[config.mk]
export PLATFORM = sky130hd
export DESIGN_NAME = dirty_flusher
export DESIGN_NICKNAME = d
export VERILOG_FILES = /design/src/rtl/dirty_flusher.sv
export SDC_FILE = /design/constraint.sdc
export NUM_CORES = 1
export LEC_CHECK = 0
export CAP_MARGIN = 20
export CELL_PAD_IN_SITES_DETAIL_PLACEMENT = 1
export CELL_PAD_IN_SITES_GLOBAL_PLACEMENT = 2
export CORE_MARGIN = 3
export CORE_UTILIZATION = 23
export CTS_BUF_LIST = sky130_fd_sc_hd__clkbuf_8
export CTS_CLUSTER_SIZE = 30
export DETAILED_ROUTE_END_ITERATION = 10
export GPL_TIMING_DRIVEN = 0
export PLACE_DENSITY = 0.86
export SYNTH_ARGS = -nofsm -noshare
export SYNTH_HDL_FRONTEND = slang
export SYNTH_SLANG_ARGS = --single-unit
[constraint.sdc]
create_clock -name clk -period 3.6 [get_ports clk]
set_clock_uncertainty 0.2 [all_clocks]
set_input_delay 0.72 -clock clk [delete_from_list [all_inputs] [get_ports clk]]
set_output_delay 0.72 -clock clk [all_outputs]
set_load 0.005 [all_outputs]
[src/rtl/dirty_flusher.sv]
// Flush sequencer for the per-cylinder write cache: walks the dirty-sector
// bitmap lowest-index first, writes each dirty sector to storage, then clears its bit.
module dirty_flusher #(
    parameter int NSECT     = 64,
    parameter int SADDR_W   = 6,
    parameter int MAX_RETRY = 2
) (
    input  logic               clk,
    input  logic               reset,
    input  logic               start,
    input  logic               abort,
    input  logic [NSECT-1:0]   dirty_sectors,
    input  logic               all_clean,
    output logic               flush_req,
    output logic [SADDR_W-1:0] flush_saddr,
    input  logic               flush_ack,
    input  logic               flush_err,
    output logic               clr_en,
    output logic               clr_d,
    output logic [SADDR_W-1:0] clr_saddr,
    output logic               busy,
    output logic               done,
    output logic               error,
    output logic [SADDR_W:0]   flushed_cnt
);

    localparam int RW = $clog2(MAX_RETRY + 1);

    localparam logic [2:0] S_IDLE = 3'd0;
    localparam logic [2:0] S_SEL  = 3'd1;
    localparam logic [2:0] S_REQ  = 3'd2;
    localparam logic [2:0] S_CLR  = 3'd3;
    localparam logic [2:0] S_FIN  = 3'd4;

    logic [2:0]         state_q, state_d;
    logic [SADDR_W-1:0] saddr_q, saddr_d;
    logic [RW-1:0]      retry_q, retry_d;
    logic               gap_q, gap_d;
    logic               abort_q, abort_d;
    logic               error_q, error_d;
    logic [SADDR_W:0]   cnt_q, cnt_d;

    logic [SADDR_W-1:0] low_idx;
    logic               found;

    always_comb begin
        low_idx = '0;
        found   = 1'b0;
        for (int unsigned i = 0; i < NSECT; i++) begin
            if (!found && dirty_sectors[i]) begin
                low_idx = SADDR_W'(i);
                found   = 1'b1;
            end
        end
    end

    always_comb begin
        state_d = state_q;
        saddr_d = saddr_q;
        retry_d = retry_q;
        gap_d   = gap_q;
        abort_d = abort_q;
        error_d = error_q;
        cnt_d   = cnt_q;

        // An abort seen mid-flush is held until the next sector selection.
        if (state_q != S_IDLE && abort)
            abort_d = 1'b1;

        case (state_q)
            S_IDLE: begin
                abort_d = 1'b0;
                if (start) begin
                    state_d = S_SEL;
                    error_d = 1'b0;
                    cnt_d   = '0;
                    retry_d = '0;
                end
            end
            S_SEL: begin
                gap_d = 1'b0;
                if (all_clean || abort || abort_q) begin
                    state_d = S_FIN;
                end else begin
                    saddr_d = low_idx;
                    state_d = S_REQ;
                end
            end
            S_REQ: begin
                if (gap_q) begin
                    gap_d = 1'b0;
                end else if (flush_ack) begin
                    if (!flush_err) begin
                        state_d = S_CLR;
                        retry_d = '0;
                    end else if (retry_q < RW'(MAX_RETRY)) begin
                        retry_d = retry_q + 1'b1;
                        gap_d   = 1'b1;
                    end else begin
                        error_d = 1'b1;
                        state_d = S_FIN;
                    end
                end
            end
            S_CLR: begin
                cnt_d   = cnt_q + 1'b1;
                state_d = S_SEL;
            end
            S_FIN: begin
                state_d = S_IDLE;
            end
            default: begin
                state_d = S_IDLE;
            end
        endcase
    end

    always_ff @(posedge clk or posedge reset) begin
        if (reset) begin
            state_q <= S_IDLE;
            saddr_q <= '0;
            retry_q <= '0;
            gap_q   <= 1'b0;
            abort_q <= 1'b0;
            error_q <= 1'b0;
            cnt_q   <= '0;
        end else begin
            state_q <= state_d;
            saddr_q <= saddr_d;
            retry_q <= retry_d;
            gap_q   <= gap_d;
            abort_q <= abort_d;
            error_q <= error_d;
            cnt_q   <= cnt_d;
        end
    end

    assign flush_req   = (state_q == S_REQ) && !gap_q;
    assign flush_saddr = saddr_q;
    assign clr_en      = (state_q == S_CLR);
    assign clr_d       = 1'b0;
    assign clr_saddr   = saddr_q;
    assign busy        = (state_q != S_IDLE);
    assign done        = (state_q == S_FIN);
    assign error       = error_q;
    assign flushed_cnt = cnt_q;

endmodule

==> impl_summary.log <==
[metrics] outcome: finished, final reports clean
[metrics] clock input transition at the sequential cells of the worst setup and hold paths: ~0.080 ns
[metrics] LEAKAGE: around 1.2 nW
[metrics] post-layout instance area: around 0.003 sq mm
[metrics] sum of buffers and inverters on the critical path: 4
[metrics] ratio of cells with drive above 1 in the final layout: 7.989%
[metrics] row count: 32
[metrics] Hold/Removal Path Class: flip-flop to flip-flop
[metrics] number of library cell types mapped by synthesis: 55
[metrics] detailed router's first-iteration violation count: 62
[metrics] sequential cell fraction of total power: between 30% and 40%
[metrics] # IOs: 96
[metrics] layout overhead on the synthesized area: 57.94%
[metrics] Achievable Freq: roughly 330 MHz
[metrics] crit path max fanout: 10
[metrics] total clock buffers created by CTS: 3
[metrics] syn_nets: 337
[metrics] via count: ~2300
[metrics] synth top area cells: sky130_fd_sc_hd__dfrtp_1, sky130_fd_sc_hd__nor2_1, sky130_fd_sc_hd__o21ai_0, sky130_fd_sc_hd__a21oi_1, sky130_fd_sc_hd__nand2_1
[metrics] Max clock buf depth: 2
[metrics] Synth async-reset ratio: between 90% and 100%
[metrics] area of the multi-input gates: 0.001261 sq mm
[metrics] Power per Cell Area: 404.6 mW/mm^2
[metrics] clock root cell: sky130_fd_sc_hd__clkbuf_8
[metrics] clock insertion delay at the later pin of the skew report: 0.26 ns
[metrics] unrepaired setup endpoints after global routing: no
[metrics] final wirelength: 6.983 mm
[metrics] fraction of power consumed by combinational cells: 54.8%
[metrics] Yosys top cell area share: 27.34%
[metrics] post-place instance area: between 0.002 and 0.003 sq mm
[metrics] average wire length per cell after detail routing: 15.02 microns
[metrics] worst vdd rail ir drop: 0.0001715 V
[metrics] DRC viols: 0
[metrics] commonest cells after routing, fill and taps aside: sky130_fd_sc_hd__clkdlybuf4s50_1, sky130_fd_sc_hd__nor2_1, sky130_fd_sc_hd__nand2_1
[metrics] number of cells produced by synthesis: 265
[metrics] simple-gate share of the synthesized area: 36.52%
[metrics] master of the slowest instance on the critical path: sky130_fd_sc_hd__clkdlybuf4s50_1
[metrics] combinational family with the most area after synthesis: simple AND/OR/NAND/NOR gates
[metrics] sequential cell area fraction in the yosys report: 27.34%
[metrics] largest net degree at the start of global routing: 22
[metrics] post-layout min period: slightly above 3 ns
[metrics] warnings from Yosys: 0
[metrics] final cell utilization of the core: 38.29%
[metrics] launch instance of the worst min-delay path: flushed_cnt[6]$_DFFE_PP0P_
[metrics] initial antenna violation count: 0
[metrics] quantity of I/O buffers inserted on ports: 94
[metrics] number of enable flip-flop cells after synthesis: 0
[metrics] non-filler cells in the finished layout: roughly 470
[metrics] arithmetic-cell share of the synthesized area counting full adders, half adders and majority gates: 0.6510%
[metrics] Psw: 0.4354 mW
[metrics] Int Power: 0.7927 mW
[metrics] timing startpoint of the critical path: state_q[1]$_DFFE_PP0P_
[metrics] parity-gate share of the synthesized area counting xor and xnor cells: 0.4557%
[metrics] count of endpoints failing setup in the final report: 0
[metrics] element type at the critical path end: primary output
[metrics] first-pass detailed-route iteration total: 4
[metrics] total global routing overflow: 0
[metrics] most frequent cell on the critical path: sky130_fd_sc_hd__clkbuf_1
[metrics] leading cell type in the layout, fill and taps excluded: sky130_fd_sc_hd__clkdlybuf4s50_1
[metrics] initial core utilization: 24.24%
[metrics] Final Cycle Share: 85.47%
[metrics] Diodes inserted: 0
[metrics] relative max-transition margin: 44.54%
[metrics] HPWL Detailed: 5.960 mm
[metrics] via count of the first global-routing pass: around 2500
[metrics] critical path arrival: 2.16 ns
[metrics] mux cell area share after synthesis: 1.042%
[metrics] first-pass GRT wire length: 11.94 mm
[metrics] Die Span Y: 97.41 microns
[metrics] post-route worst hold slack: 0.2835 ns
[metrics] cell taking the most area after synthesis: sky130_fd_sc_hd__dfrtp_1
[metrics] Post-CTS Hold Buffers: 0
[metrics] start-to-end type of the worst setup path: flip-flop to primary output
[metrics] buffers inserted during post-CTS setup optimization: 0
[metrics] primary flip-flop cell chosen by synthesis mapping: sky130_fd_sc_hd__dfrtp_1
[metrics] DR vias/cell: around 5
[metrics] Post-Syn Area: 0.001922 sq mm
[metrics] CTS sink count: 21
[metrics] max capacitance violation total: 0
[metrics] post-route antenna net violation count: 0
[metrics] switching part of the total power: between 30% and 40%
[metrics] CORE AREA: between 0.007 and 0.008 sq mm
[metrics] Tot GR Track Use: 14.68%
[metrics] die area: 0.009489 sq mm
[metrics] compound-cell area share of the yosys netlist: roughly 27%
[metrics] flop and latch count out of synthesis: 21
[metrics] origin of the critical flop-to-flop path: state_q[1]$_DFFE_PP0P_
[metrics] critical path required time: ~2.7 ns
[metrics] Die X-Extent: 97.41 microns
[metrics] NumNets Final: 436
[metrics] Mapped Avg Cell Area: 7.252 sq um
[metrics] biggest cell delay along the critical path: 0.53 ns
[metrics] final sum of negative setup slack: 0 ns
[metrics] count of H-tree levels built during CTS: 1
[metrics] number of instances resized during post-cts repair: 0
[metrics] cell family with most CP delay: buffers and inverters
[metrics] actual slew at the worst max-slew pin: 0.8310 ns
[metrics] share of power burned in the clock network: 12.6%
[metrics] kind of start point of the critical path: flip-flop
[metrics] placed insts: 461
[metrics] number of fill cells: 1003
[metrics] number of max-slew violations in the final report: 0
[metrics] last weighted congestion value of the routability-driven placer: 0.8247
[metrics] worst-path cell chain: clkbuf_1 -> nand2_1 -> or2_2 -> clkbuf_1 -> clkinv_1 -> clkdlybuf4s50_1
[metrics] total area of sequential cells: 525.5 sq um
[metrics] hold violation total from the final report: 0
[metrics] TritonCTS clock tree: built
==> routing by layer <==
metal / up-vias / GRT usage, % / routed length, microns
li1: 1177 / - / -
met1: 1088 / 19.14 / 3308
met2: 51 / 26.57 / 3415
met3: 4 / 1.292 / 213
met4: 0 / 2.556 / 45
met5: - / 0 / 0
==> state kept, by name, summed over array words and instances (netlist names) <==
| name | flops |
|---|---|
| abort_q | 1 |
| clr_saddr | 6 |
| error | 1 |
| flushed_cnt | 7 |
| gap_q | 1 |
| retry_q | 2 |
| state_q | 3 |
==> power groups by stage <==
stage	clock network [mW]	logic, mW	registers, mW
final	0.155	0.672	0.401
after detailed placement	0	0.678	0.409
after CTS	0.161	0.680	0.405
after global routing	0.176	0.747	0.420
after global placement	0	0.664	0.406
after floorplan	0	0.314	0.387
==> cells by family after synthesis <==
| kind of cell | after synthesis |
|---|---|
| adders and majority gates | 1 |
| other | 1 |
| DFF | 21 |
| muxes | 2 |
| AOI/OAI and AO/OA | 79 |
| xor gates and xnor gates | 1 |
| buffers and inverters | 26 |
| and+or+nand+nor | 134 |
==> cell usage after synthesis, types with 2 or more instances <==
master,instances
sky130_fd_sc_hd__nor2_1,43
sky130_fd_sc_hd__nand2_1,24
sky130_fd_sc_hd__dfrtp_1,21
sky130_fd_sc_hd__o21ai_0,19
sky130_fd_sc_hd__a21oi_1,18
sky130_fd_sc_hd__inv_1,13
sky130_fd_sc_hd__nor4_1,13
sky130_fd_sc_hd__nor3_1,10
sky130_fd_sc_hd__a31oi_1,9
sky130_fd_sc_hd__buf_4,8
sky130_fd_sc_hd__nand2b_1,6
sky130_fd_sc_hd__nand3_1,6
sky130_fd_sc_hd__nand4_1,5
sky130_fd_sc_hd__o21bai_1,5
sky130_fd_sc_hd__a211oi_1,4
sky130_fd_sc_hd__nor2b_1,4
sky130_fd_sc_hd__clkbuf_1,3
sky130_fd_sc_hd__nor3b_1,3
sky130_fd_sc_hd__o22ai_1,3
sky130_fd_sc_hd__or2_2,3
sky130_fd_sc_hd__a211o_1,2
sky130_fd_sc_hd__and3_1,2
sky130_fd_sc_hd__and4_2,2
sky130_fd_sc_hd__mux2i_1,2
sky130_fd_sc_hd__o21a_1,2
sky130_fd_sc_hd__o31a_1,2
sky130_fd_sc_hd__o31ai_1,2
sky130_fd_sc_hd__or3_2,2
sky130_fd_sc_hd__or4_1,2
sky130_fd_sc_hd__or4_4,2
==> stage by stage <==
| step | worst slack, ns | total power [mW] |
|---|---|---|
| 5_1_grt | 0.3610 | 1.344 |
| 4_1_cts | 0.5261 | 1.246 |
| 3_3_place_gp | 0.3048 | 1.069 |
| 6_report | 0.5232 | 1.228 |
| 3_5_place_dp | 0.3499 | 1.087 |
| 2_1_floorplan | 1.131 | 0.7015 |
==> final cells by class <==
class / instances / share of cell area (%)
tap: 102 / 4.204
inverter: 14 / 1.731
multi-input combinational: 218 / 41.55
buffer: 12 / 2.721
clock buffer: 3 / 1.360
clock inverter: 1 / 0.1237
sequential: 21 / 17.31
timing repair buffer: 94 / 31.00
==> final timing paths <==
kind / end / slack, ns / cells past startpoint
max reg2reg: clr_saddr[0]$_DFFE_PP0P_ / 1.31 / 7
max: clr_en / 0.52 / 6
min reg2reg: flushed_cnt[6]$_DFFE_PP0P_ / 0.28 / 1
max in group asynchronous: gap_q$_DFFE_PP0P_ / 1.95 / 2
min in group asynchronous: flushed_cnt[5]$_DFFE_PP0P_ / 0.73 / 2
min: flushed_cnt[6]$_DFFE_PP0P_ / 0.28 / 1
Note: power is estimated with default switching activity, not from simulation.
